<file path="src/rtl/pipe_pkg.sv">
// Shared types and helpers for the pipeline hazard sequencer.
package pipe_pkg;

    typedef enum logic [0:0] {
        RUN  = 1'b0,
        WAIT = 1'b1
    } state_e;

    localparam logic [1:0] FWD_RF  = 2'b00;
    localparam logic [1:0] FWD_MEM = 2'b10;
    localparam logic [1:0] FWD_WB  = 2'b01;

    // MEM holds the younger result, so it beats WB; x0 is never forwarded.
    function automatic logic [1:0] fwd_sel(
        input logic [4:0] rs,
        input logic [4:0] mem_rd,
        input logic       mem_rw,
        input logic [4:0] wb_rd,
        input logic       wb_rw
    );
        if (mem_rw && (mem_rd != 5'd0) && (mem_rd == rs))
            return FWD_MEM;
        else if (wb_rw && (wb_rd != 5'd0) && (wb_rd == rs))
            return FWD_WB;
        else
            return FWD_RF;
    endfunction

endpackage

</file>
<file path="src/rtl/pipe_hazard_ctrl_fwd_unit.sv">
// EX-stage operand forwarding selects for both source operands.
module fwd_unit
    import pipe_pkg::*;
(
    input  logic [4:0] ex_rs1,
    input  logic [4:0] ex_rs2,
    input  logic [4:0] mem_rd,
    input  logic       mem_rw,
    input  logic [4:0] wb_rd,
    input  logic       wb_rw,
    output logic [1:0] fwd_a,
    output logic [1:0] fwd_b
);

    always_comb begin
        fwd_a = fwd_sel(ex_rs1, mem_rd, mem_rw, wb_rd, wb_rw);
        fwd_b = fwd_sel(ex_rs2, mem_rd, mem_rw, wb_rd, wb_rw);
    end

endmodule

</file>
<file path="src/rtl/pipe_hazard_ctrl.sv">
// Central enable/flush sequencer for the 5-stage pipeline: forwarding, load-use
// stalls, branch flushes, data-memory wait freeze with timeout, perf counters.
module pipe_hazard_ctrl
    import pipe_pkg::*;
#(
    parameter int CNT_W   = 32,
    parameter int TIMEOUT = 16,
    parameter int TMR_W   = 5
) (
    input  logic             clk,
    input  logic             reset,
    input  logic [4:0]       id_rs1,
    input  logic [4:0]       id_rs2,
    input  logic             id_use1,
    input  logic             id_use2,
    input  logic [4:0]       ex_rs1,
    input  logic [4:0]       ex_rs2,
    input  logic [4:0]       ex_rd,
    input  logic             ex_md,
    input  logic             ex_br_taken,
    input  logic [4:0]       mem_rd,
    input  logic             mem_rw,
    input  logic [4:0]       wb_rd,
    input  logic             wb_rw,
    input  logic             mem_req,
    input  logic             mem_ready,
    input  logic             cnt_clr,
    output logic             pc_en,
    output logic             if_id_en,
    output logic             id_ex_en,
    output logic             ex_mem_en,
    output logic             mem_wb_en,
    output logic             if_id_flush,
    output logic             id_ex_flush,
    output logic             mem_wb_flush,
    output logic [1:0]       fwd_a,
    output logic [1:0]       fwd_b,
    output logic             mem_err,
    output logic [CNT_W-1:0] stall_cnt,
    output logic [CNT_W-1:0] flush_cnt,
    output logic [CNT_W-1:0] wait_cnt
);

    state_e           state;
    logic [TMR_W-1:0] timer;
    logic             tmo;
    logic             freeze;
    logic             load_use;
    logic             do_branch;
    logic             do_stall;

    function automatic logic [CNT_W-1:0] sat_inc(input logic [CNT_W-1:0] v);
        return (&v) ? v : v + 1'b1;
    endfunction

    fwd_unit u_fwd (
        .ex_rs1 (ex_rs1),
        .ex_rs2 (ex_rs2),
        .mem_rd (mem_rd),
        .mem_rw (mem_rw),
        .wb_rd  (wb_rd),
        .wb_rw  (wb_rw),
        .fwd_a  (fwd_a),
        .fwd_b  (fwd_b)
    );

    always_comb begin
        tmo       = (state == WAIT) && (timer == TMR_W'(TIMEOUT - 1));
        freeze    = mem_req && !mem_ready && !tmo;
        load_use  = ex_md && (ex_rd != 5'd0) &&
                    ((id_use1 && (id_rs1 == ex_rd)) || (id_use2 && (id_rs2 == ex_rd)));
        // A branch held in EX through a freeze fires on the thaw cycle.
        do_branch = ex_br_taken && !freeze;
        do_stall  = load_use && !freeze && !ex_br_taken;
    end

    always_comb begin
        pc_en        = 1'b1;
        if_id_en     = 1'b1;
        id_ex_en     = 1'b1;
        ex_mem_en    = 1'b1;
        mem_wb_en    = 1'b1;
        if_id_flush  = 1'b0;
        id_ex_flush  = 1'b0;
        mem_wb_flush = 1'b0;
        if (freeze) begin
            pc_en        = 1'b0;
            if_id_en     = 1'b0;
            id_ex_en     = 1'b0;
            ex_mem_en    = 1'b0;
            mem_wb_flush = 1'b1;
        end else if (do_branch) begin
            if_id_flush = 1'b1;
            id_ex_flush = 1'b1;
        end else if (do_stall) begin
            pc_en       = 1'b0;
            if_id_en    = 1'b0;
            id_ex_flush = 1'b1;
        end
    end

    always_ff @(posedge clk or negedge reset) begin
        if (!reset) begin
            state <= RUN;
            timer <= '0;
        end else begin
            case (state)
                RUN: begin
                    timer <= '0;
                    if (freeze)
                        state <= WAIT;
                end
                default: begin
                    if (freeze) begin
                        timer <= timer + 1'b1;
                    end else begin
                        state <= RUN;
                        timer <= '0;
                    end
                end
            endcase
        end
    end

    always_ff @(posedge clk or negedge reset) begin
        if (!reset) begin
            stall_cnt <= '0;
            flush_cnt <= '0;
            wait_cnt  <= '0;
            mem_err   <= 1'b0;
        end else begin
            if (cnt_clr) begin
                stall_cnt <= '0;
                flush_cnt <= '0;
                wait_cnt  <= '0;
            end else begin
                if (do_stall)  stall_cnt <= sat_inc(stall_cnt);
                if (do_branch) flush_cnt <= sat_inc(flush_cnt);
                if (freeze)    wait_cnt  <= sat_inc(wait_cnt);
            end
            if (tmo)
                mem_err <= 1'b1;
            else if (cnt_clr)
                mem_err <= 1'b0;
        end
    end

endmodule

</file>
<file path="config.mk">
export PLATFORM = sky130hd
export DESIGN_NAME = pipe_hazard_ctrl
export DESIGN_NICKNAME = d
export VERILOG_FILES = /design/src/rtl/pipe_pkg.sv /design/src/rtl/pipe_hazard_ctrl_fwd_unit.sv /design/src/rtl/pipe_hazard_ctrl.sv
export SDC_FILE = /design/constraint.sdc
export NUM_CORES = 1
export LEC_CHECK = 0
export CAP_MARGIN = 15
export CORE_MARGIN = 2
export CORE_UTILIZATION = 35
export DETAILED_ROUTE_END_ITERATION = 16
export GPL_ROUTABILITY_DRIVEN = 0
export GPL_TIMING_DRIVEN = 0
export PLACE_DENSITY = 0.69
export SLEW_MARGIN = 10
export SYNTH_ARGS = -nofsm -noshare
export SYNTH_HDL_FRONTEND = slang
export SYNTH_SLANG_ARGS = --single-unit
</file>
<file path="constraint.sdc">
create_clock -name clk -period 6.2 [get_ports clk]
set_clock_uncertainty 0.15 [all_clocks]
set_input_delay 0.62 -clock clk [delete_from_list [all_inputs] [get_ports clk]]
set_output_delay 0.62 -clock clk [all_outputs]
set_load 0.01 [all_outputs]
</file>
==> results of run 1 <==
-- per-layer routing --
metal / track usage, % / wire length, µm / vias up
li1: - / - / 2710
met1: 25.12 / 7525 / 2712
met2: 30.30 / 7876 / 149
met3: 4.190 / 980 / 13
met4: 5.093 / 197 / 0
met5: 0 / 0 / -
-- worst max-delay path, cell delays in order (launching register included) --
cell	delay, ps
sky130_fd_sc_hd__dfrtp_1	370
sky130_fd_sc_hd__ha_1	190
sky130_fd_sc_hd__and3_1	180
sky130_fd_sc_hd__ha_1	150
sky130_fd_sc_hd__nand2_1	180
sky130_fd_sc_hd__nand2_1	210
sky130_fd_sc_hd__clkbuf_1	400
sky130_fd_sc_hd__clkbuf_1	480
sky130_fd_sc_hd__buf_4	200
sky130_fd_sc_hd__clkdlybuf4s50_1	530
-- per-stage QoR --
step | worst slack (ps) | power, W
CTS | 2159 | 0.001353
global placement | 189.4 | 0.0008111
detailed placement | 2276 | 0.0008136
floorplan | 3372 | 0.0007363
global route | 1972 | 0.001398
finish | 2207 | 0.001334
-- state kept, by name (all words and copies together) (netlist names) --
signal	count
mem_err	1
flush_cnt	32
timer	5
state	1
stall_cnt	32
wait_cnt	32
-- where the power goes --
part	internal [W]	switching (W)
sequential	0.000674	0.00000344
combinational	0.0000569	0.0000643
clock	0.000283	0.000253
-- worst paths after layout --
kind / start / end / slack [ps] / depth (start not counted)
worst max register to register: timer[0] / stall_cnt[22] / 3160 / 10
max in group asynchronous: reset / wait_cnt[26] / 5210 / 2
worst min register to register: timer[0] / timer[0] / 310 / 1
min in group clk: timer[0] / timer[0] / 310 / 1
worst min-delay path: reset / stall_cnt[13] / 20 / 1
worst max-delay path: timer[0] / id_ex_en / 2210 / 9
-- final cells by class --
type                       count  area [µm²]
sequential                   103        2577
multi-input combinational    514        3276
tap                          225       281.5
timing repair buffer         154        1560
clock buffer                  11       242.7
inverter                      12       45.04
fill                        1642        8942
clock inverter                 5       33.78
buffer                        29       157.7
-- kinds of logic (layout without fill, tap and decap cells) --
logic type      count (synthesis)  count (layout)  share of synthesized area [%]
compound gates                 86              86                          8.905
xor+xnor                       84              84                          12.15
fa+ha+maj                       5               5                          1.033
buf+inv                        41             211                          3.347
flops                         103             103                          42.56
mux                             6               6                          1.095
other cells                     1               1                        0.06192
simple gates                  332             332                          30.85
-- cells in the final DEF, fill, tap and decap left out, types with 7 or more instances in the layout --
master,count
sky130_fd_sc_hd__nor2_1,77
sky130_fd_sc_hd__nor3_1,27
sky130_fd_sc_hd__and3_1,13
sky130_fd_sc_hd__nand3_1,40
sky130_fd_sc_hd__nand2_1,42
sky130_fd_sc_hd__clkbuf_16,9
sky130_fd_sc_hd__clkdlybuf4s50_1,152
sky130_fd_sc_hd__o31ai_1,7
sky130_fd_sc_hd__inv_1,11
sky130_fd_sc_hd__xor2_1,30
sky130_fd_sc_hd__nor4_1,15
sky130_fd_sc_hd__nand4_1,26
sky130_fd_sc_hd__dfrtp_1,103
sky130_fd_sc_hd__clkbuf_1,18
sky130_fd_sc_hd__and4_1,12
sky130_fd_sc_hd__o21ai_0,26
sky130_fd_sc_hd__a21oi_1,35
sky130_fd_sc_hd__or3_1,18
sky130_fd_sc_hd__xnor2_1,54
sky130_fd_sc_hd__or4_1,19
sky130_fd_sc_hd__nor2b_1,9
==> out/qor.txt, run 1 <==
Status - finished clean
Proportion of netlist area held by the largest area contributor - 42.56%
Buffer depth of the longest clock path - 2
Hold/Removal Path Class - input port to asynchronous set/reset pin
Detailed-route wire length per cell - 15.74 µm
Area contributors post-synth - sky130_fd_sc_hd__dfrtp_1 (43%), sky130_fd_sc_hd__xnor2_1 (7.8%), sky130_fd_sc_hd__nor2_1 (4.8%)
Root buffer cell - sky130_fd_sc_hd__clkbuf_16
Final std cell area, no fill - 0.008174 mm²
Cell type with the largest total area after synthesis - sky130_fd_sc_hd__dfrtp_1
Number of buffers inserted for hold repair after clock tree synthesis - 0
Fraction of the yosys area taken by sequential cells - 42.56%
Top cell types by occurrence after synthesis - sky130_fd_sc_hd__dfrtp_1 (103), sky130_fd_sc_hd__nor2_1 (77), sky130_fd_sc_hd__xnor2_1 (54)
Launching element type of the critical path - flip-flop
Antenna-violating nets left - 0
WP data arrival - 3220 ps
Power density of the placed cells - 163.2 mW/mm²
Routed wire length - 16580 µm
Layout net count - 874
Flip-flop and latch count after synthesis - 103
Clock sink count - 103
Vias after detailed routing - 5584
Worst Max-Slew Pin Slew - 695.6 ps
Crit path kind - flip-flop to output pin
Post-Syn Nets - 709
Largest fanout of any net on the critical path - 11
Area growth from synthesis to layout - 34.98%
TritonCTS buffer count - 9
Req. time, crit path - 5430 ps
Share of final-layout standard cells stronger than drive strength 1 - 6.884%
Number of inserted diodes - 0
Area of the mapped netlist - 0.006056 mm²
H-tree depth reported by CTS - 3
Die area - 0.01837 mm²
EDFF count, synth - 0
Post-Route Utilization - 47.76%
Maximum Capacitance Violations - 0
Die width - 135.5 µm
Setup TNS after final layout - 0 ps
Most frequently used flop master after synthesis - sky130_fd_sc_hd__dfrtp_1
Source-to-sink clock delay at the later pin of the worst-skew pair - 350 ps
Via count of the first global-routing pass - 5239
Number of design rule violations left after detail routing - 0
Largest net degree at the start of global routing - 68
Worst-case hold slack - 17.16 ps
RSZ-0062 raised after global routing - no
Clock slew at reported path FFs - 70 ps
Setup-violating endpoint count in the final report - 0
Vias per cell - 5.303
Inst Count DP - 1037
Gr usage total - 18.66%
Total number of placement rows - 48
Effective utilization at floorplan - 35.38%
Post-detailed-placement half-perimeter wirelength - 12190 µm
First-pass GRT wire length - 27370 µm
Category of the worst setup path capture point - output pin
Number of iterations in the first detailed-routing pass - 5
Post-synth cell types - 57
Max Freq - 250.4 MHz
Filler-free cell count of the finished design - 1053
Post_cts resized - 0
Clock tree from TritonCTS - done
Worst IR drop on VDD - 0.1442 mV
Final Slew Violations - 0
Worst slew margin relative to its limit - 53.20%
Iteration-0 DRC count of the detailed router - 264
Overflow after GRT - 0
Gate count after technology mapping - 658
Number of antenna violations at the first check in global routing - 0
Post-route minimum period - 3993 ps
Count leader, synth - sky130_fd_sc_hd__dfrtp_1
Period Utilization, post-route - 64.41%
Count of input and output buffers - 153
Ports - 155
Number of hold-slack violations in the final timing report - 0
Floorplan die height - 135.5 µm
Static leakage - 3.061 nW
Syn Area/Cell - 9.203 µm²
Post-Place Cell Area - 0.007898 mm²
Async set or reset register ratio after synthesis - 100.0%
Postcts setup bufs - 0
Core area - 0.01712 mm²
Number of warnings printed during yosys synthesis - 0
(Power assumes the default switching activity.)
==> run 2: changes to the inputs <==
clock period = 4.1 ns   (was 6.2 ns; I/O delays follow)
==> run 2 against run 1 <==
  * First-iteration DRC count rose by 7.2%
  * Critical endpoint unchanged
  * Sequential power grew 51%
  * Combinational power increased by 52%
  * Utilization rose by 0.059 points
  * Global-route usage did not move
  * Worst hold slack improved by 300 ps
  * Via count down 0.11%
==> out/qor.txt, run 2 (synthesis gave the netlist of run 1 again) <==
Maximum Capacitance Violations - 0 (unchanged)
Leading cell type in the layout, fill and taps excluded - sky130_fd_sc_hd__clkdlybuf4s50_1 (unchanged)
Hold Path Origin - timer[0]
Setup TNS after final layout - 0 ps (unchanged)
Max Freq - 263.0 MHz
Category of the worst setup path capture point - output pin (unchanged)
Number of antenna violations at the first check in global routing - 0 (unchanged)
H-tree depth reported by CTS - 3 (unchanged)
WP data arrival - 3240 ps (was 3220 ps)
TritonCTS buffer count - 9 (unchanged)
Root buffer cell - sky130_fd_sc_hd__clkbuf_16 (unchanged)
Share of final-layout standard cells stronger than drive strength 1 - 6.876% (was 6.884%)
Filler-free cell count of the finished design - 1054 (was 1053)
Worst slack, placed - 596.2 ps (was 2276 ps)
Final std cell area, no fill - 0.008184 mm² (was 0.008174 mm²)
Clock slew at reported path FFs - 70 ps (about the same)
Clock tree from TritonCTS - done (unchanged)
Via count of the first global-routing pass - 5239 (unchanged)
Post-route minimum period - 3802 ps
Buffers & Inverters on Critical Path - 4 (unchanged)
Inst Count DP - 1037 (unchanged)
Status - finished clean (unchanged)
Antenna-violating nets left - 0 (unchanged)
Cell breakdown of the critical path - ha_1 -> and3_1 -> ha_1 -> nand2_1 -> nand2_1 -> clkbuf_1 -> clkbuf_1 -> buf_4 -> clkdlybuf4s50_1 (unchanged)
Depth of the most critical reg-to-reg path - 10 (unchanged)
Launching element type of the critical path - flip-flop (unchanged)
Core area - 0.01712 mm² (unchanged)
Setup ws final - 298.0 ps (was 2207 ps)
Number of design rule violations left after detail routing - 0 (unchanged)
Post_cts resized - 0 (unchanged)
Detailed-route wire length per cell - 15.76 µm (was 15.74 µm)
Crit Reg-Reg Endpoint - stall_cnt[22] (unchanged)
Post-Place Cell Area - 0.007898 mm² (unchanged)
Number of hold-slack violations in the final timing report - 0 (unchanged)
Overflow after GRT - 0 (unchanged)
Count of input and output buffers - 153 (unchanged)
Area taken by flip-flops and latches - 0.002577 mm² (unchanged)
Gr usage total - 18.66% (unchanged)
Post-detailed-placement half-perimeter wirelength - 12190 µm (unchanged)
Largest fanout of any net on the critical path - 11 (unchanged)
Layout net count - 875 (was 874)
RSZ-0062 raised after global routing - no (unchanged)
Routed wire length - 16610 µm (was 16580 µm)
Setup-violating endpoint count in the final report - 0 (unchanged)
Number of buffers inserted for hold repair after clock tree synthesis - 1 (was 0)
Worst IR drop on VDD - 0.2181 mV (was 0.1442 mV)
First-pass GRT wire length - 27370 µm (unchanged)
Count of cells along the worst hold path - 1
Number of iterations in the first detailed-routing pass - 5 (unchanged)
Ports - 155 (unchanged)
Postcts setup bufs - 0 (unchanged)
Buffer depth of the longest clock path - 2 (unchanged)
Total number of placement rows - 48 (unchanged)
Floorplan die height - 135.5 µm (unchanged)
CP max-delay cell - sky130_fd_sc_hd__clkdlybuf4s50_1 (unchanged)
Period Utilization, post-route - 92.73%
Worst Hold End - timer[0]
Dominant delay contributor by cell family on the critical path - buffers and inverters (unchanged)
Source-to-sink clock delay at the later pin of the worst-skew pair - 350 ps (about the same)
Vias per cell - 5.292 (was 5.303)
Final Slew Violations - 0 (unchanged)
Worst slew margin relative to its limit - 53.20% (unchanged)
Power density of the placed cells - 246.6 mW/mm² (was 163.2 mW/mm²)
Die width - 135.5 µm (unchanged)
Die area - 0.01837 mm² (unchanged)
Delay of the slowest cell on the worst path - 530 ps (about the same)
Most frequent cells in the layout - sky130_fd_sc_hd__clkdlybuf4s50_1 (152), sky130_fd_sc_hd__dfrtp_1 (103), sky130_fd_sc_hd__nor2_1 (77) (unchanged)
Multi-input logic area - 0.003276 mm² (unchanged)
Hold/Removal Path Class - flip-flop to flip-flop (was input port to asynchronous set/reset pin)
Clock sink count - 103 (unchanged)
Largest registers - flush_cnt: 32 flops, stall_cnt: 32 flops, wait_cnt: 32 flops (unchanged)
Vias after detailed routing - 5578 (was 5584)
Iteration-0 DRC count of the detailed router - 283 (was 264)
Largest net degree at the start of global routing - 68 (unchanged)
Worst-case hold slack - 313.1 ps (was 17.16 ps)
Worst Max-Slew Pin Slew - 695.6 ps (unchanged)
Req. time, crit path - 3540 ps (was 5430 ps)
# fillers - 1641 (was 1642)
Number of inserted diodes - 0 (unchanged)
Crit path kind - flip-flop to output pin (unchanged)
Flop-to-flop setup slack - 1060 ps (was 3160 ps)
Static leakage - 3.065 nW (was 3.061 nW)
Effective utilization at floorplan - 35.38% (unchanged)
Reg-to-reg critical path startpoint - timer[0] (unchanged)
Area growth from synthesis to layout - 35.14% (was 34.98%)
==> run 2: per-stage QoR <==
stage	power, W	util (%)
floorplan	0.001113	-
global placement	0.001227	45.97
detailed placement	0.001230	46.14
CTS	0.002047	47.81
global route	0.002115	47.81
finish	0.002019	47.81
==> run 2: layout make-up <==
| class | count | area share [%] |
|---|---|---|
| sequential | 103 | 31.49 |
| tap | 225 | 3.440 |
| timing repair buffer | 155 | 19.19 |
| clock inverter | 5 | 0.4128 |
| clock buffer | 11 | 2.966 |
| inverter | 12 | 0.5504 |
| buffer | 29 | 1.926 |
| multi-input combinational | 514 | 40.02 |
==> run 2: per-layer routing <==
layer  wire, µm  vias to the layer above  track usage [%]  share of wire [%]
met3        904                       16            4.190                5.4
met1       7661                     2721            25.12                 46
li1           -                     2709                -                  -
met2       7836                      132            30.30                 47
met4        211                        0            5.093                1.3
met5          0                        -                0                  0
==> run 2: worst max-delay path by stage <==
| stage | from | to | slack (ps) | cells past startpoint |
|---|---|---|---|---|
| floorplan | timer[0] | pc_en | 1560 | 10 |
| global placement | reset | flush_cnt[21] | -1700 | 1 |
| detailed placement | mem_req | pc_en | 600 | 9 |
| CTS | timer[0] | id_ex_en | 270 | 9 |
| global route | timer[0] | id_ex_en | 80 | 9 |
| finish | timer[0] | id_ex_en | 300 | 9 |
==> run 2: where the power goes <==
part,internal (W),switching [W],total (W)
Clock,0.000428,0.000382,0.000810
Combinational,0.0000866,0.0000975,0.000184
Sequential,0.00102,0.00000521,0.00102
==> run 3: changes to the inputs <==
CAP_MARGIN = 20   (was 15)
CORE_MARGIN = not set   (was 2)
==> run 3 against run 2 <==
  * Clock-buffer cell count shrank 1
  * Non-clock buffer count is the same
  * Power grew 2.9%
  * Largest cell class unchanged
==> out/qor.txt, run 3 (synthesis gave the netlist of run 1 again) <==
Launching element type of the critical path - flip-flop (unchanged)
Ports - 155 (unchanged)
Overflow after GRT - 0 (unchanged)
Hold/Removal Path Class - flip-flop to flip-flop (unchanged)
Largest registers - flush_cnt: 32 flops, stall_cnt: 32 flops, wait_cnt: 32 flops (unchanged)
Source-to-sink clock delay at the later pin of the worst-skew pair - 360 ps (was 350 ps)
CP max-delay cell - sky130_fd_sc_hd__clkdlybuf4s50_1 (unchanged)
Antenna-violating nets left - 0 (unchanged)
Leading cell type in the layout, fill and taps excluded - sky130_fd_sc_hd__clkdlybuf4s50_1 (unchanged)
Number of inserted diodes - 0 (unchanged)
Maximum Capacitance Violations - 0 (unchanged)
Req. time, crit path - 3540 ps (about the same)
Largest fanout of any net on the critical path - 11 (unchanged)
Period Utilization, post-route - 91.53% (was 92.73%)
Max Freq - 266.5 MHz (was 263.0 MHz)
Final Slew Violations - 0 (unchanged)
Worst slack, placed - 521.2 ps (was 596.2 ps)
Buffers & Inverters on Critical Path - 4 (unchanged)
WP data arrival - 3190 ps (was 3240 ps)
Most frequent cells in the layout - sky130_fd_sc_hd__clkdlybuf4s50_1 (152), sky130_fd_sc_hd__dfrtp_1 (103), sky130_fd_sc_hd__nor2_1 (77) (unchanged)
First-pass GRT wire length - 27010 µm (was 27370 µm)
Crit path kind - flip-flop to output pin (unchanged)
RSZ-0062 raised after global routing - no (unchanged)
H-tree depth reported by CTS - 3 (unchanged)
Number of hold-slack violations in the final timing report - 0 (unchanged)
Largest net degree at the start of global routing - 67 (was 68)
Number of iterations in the first detailed-routing pass - 5 (unchanged)
Dominant delay contributor by cell family on the critical path - buffers and inverters (unchanged)
Floorplan die height - 133.5 µm (was 135.5 µm)
TritonCTS buffer count - 9 (unchanged)
Setup ws final - 347.2 ps (was 298.0 ps)
Worst IR drop on VDD - 0.1943 mV (was 0.2181 mV)
Effective utilization at floorplan - 36.13% (was 35.38%)
Static leakage - 3.076 nW (was 3.065 nW)
Cell breakdown of the critical path - ha_1 -> and3_1 -> ha_1 -> nand2_1 -> nand2_1 -> clkbuf_1 -> clkbuf_1 -> buf_4 -> clkdlybuf4s50_1 (unchanged)
Clock slew at reported path FFs - 70 ps (about the same)
Count of input and output buffers - 153 (unchanged)
Postcts setup bufs - 0 (unchanged)
Root buffer cell - sky130_fd_sc_hd__clkbuf_16 (unchanged)
Vias after detailed routing - 5500 (was 5578)
Area growth from synthesis to layout - 35.27% (was 35.14%)
Die width - 133.5 µm (was 135.5 µm)
Worst Max-Slew Pin Slew - 864.0 ps (was 695.6 ps)
Total number of placement rows - 47 (was 48)
Clock sink count - 103 (unchanged)
Power density of the placed cells - 253.6 mW/mm² (was 246.6 mW/mm²)
Post-detailed-placement half-perimeter wirelength - 12200 µm (was 12190 µm)
Setup TNS after final layout - 0 ps (unchanged)
Die area - 0.01783 mm² (was 0.01837 mm²)
Post_cts resized - 0 (unchanged)
Post-Place Cell Area - 0.007891 mm² (was 0.007898 mm²)
Layout net count - 875 (unchanged)
Gr usage total - 19.07% (was 18.66%)
Detailed-route wire length per cell - 15.88 µm (was 15.76 µm)
Core area - 0.01676 mm² (was 0.01712 mm²)
Post-route minimum period - 3753 ps (was 3802 ps)
Worst slew margin relative to its limit - 41.87% (was 53.20%)
Buffer depth of the longest clock path - 2 (unchanged)
Iteration-0 DRC count of the detailed router - 330 (was 283)
Post-Route Utilization - 48.88% (was 47.81%)
Routed wire length - 16660 µm (was 16610 µm)
Setup-violating endpoint count in the final report - 0 (unchanged)
Status - finished clean (unchanged)
Category of the worst setup path capture point - output pin (unchanged)
Number of design rule violations left after detail routing - 0 (unchanged)
Clock tree from TritonCTS - done (unchanged)
Vias per cell - 5.243 (was 5.292)
Number of antenna violations at the first check in global routing - 0 (unchanged)
Delay of the slowest cell on the worst path - 520 ps (was 530 ps)
Via count of the first global-routing pass - 5179 (was 5239)
Share of final-layout standard cells stronger than drive strength 1 - 6.876% (unchanged)
Final std cell area, no fill - 0.008192 mm² (was 0.008184 mm²)
[run 3: changes by cell type in the layout (fill, tap and decap cells not counted), sizes merged]
cell      change
clkinv        +1
clkbuf        -1
bufinv        +1
clkinvlp      -1
[run 3: layout make-up]
class / count / area [µm²]
clock inverters: 6 / 61.31
fillers: 1592 / 8568
multi-input cells: 514 / 3276
repair buffers: 155 / 1570
plain buffers: 29 / 157.7
well taps: 220 / 275.3
inverters: 12 / 45.04
clock buffers: 10 / 229.0
flip-flops and latches: 103 / 2577
[run 3: report_power, final]
part           switching [W]  internal, W
logic              0.0000976    0.0000865
clock network       0.000398     0.000472
registers         0.00000479      0.00102
total               0.000500      0.00158
[run 3: per-layer routing]
layer | global-route usage (%) | up-vias | part of all wire [%]
met4 | 5.366 | 0 | 1.2
met2 | 30.64 | 160 | 48
met5 | 0 | - | 0
met3 | 4.338 | 13 | 5.6
met1 | 25.68 | 2621 | 46
li1 | - | 2706 | -
[run 3: stage by stage]
stage,power (W),instances,hold slack (ps)
floorplan,0.001113,658,-35.59
global placement,0.001225,1031,302.2
CTS,0.002118,1049,320.0
global route,0.002164,1049,338.3
detailed placement,0.001230,1032,194.7
finish,0.002078,1049,319.4
[run 3: worst paths after layout]
check	slack (ps)	depth (start not counted)	to	startpoint
max reg2reg	1150	10	stall_cnt[22]	timer[0]
min in group asynchronous	370	2	stall_cnt[11]	reset
min	320	1	timer[0]	timer[0]
max in group asynchronous	2770	3	wait_cnt[28]	reset
max	350	9	id_ex_en	timer[0]
min reg2reg	320	1	timer[0]	timer[0]
[run 3: what timing repair did]
item,CTS,global route
endpoints found under the setup margin,0,0
hold buffers,1,0
hold endpoints to repair,37,0
[run 3: worst register-to-register path: cells and delay by family, from the launching register on]
family,cells,cell delay [ps]
and+or+nand+nor,6,1480
muxes,1,360
adders and majority gates,2,330
buffers and inverters,1,160
DFF,1,380
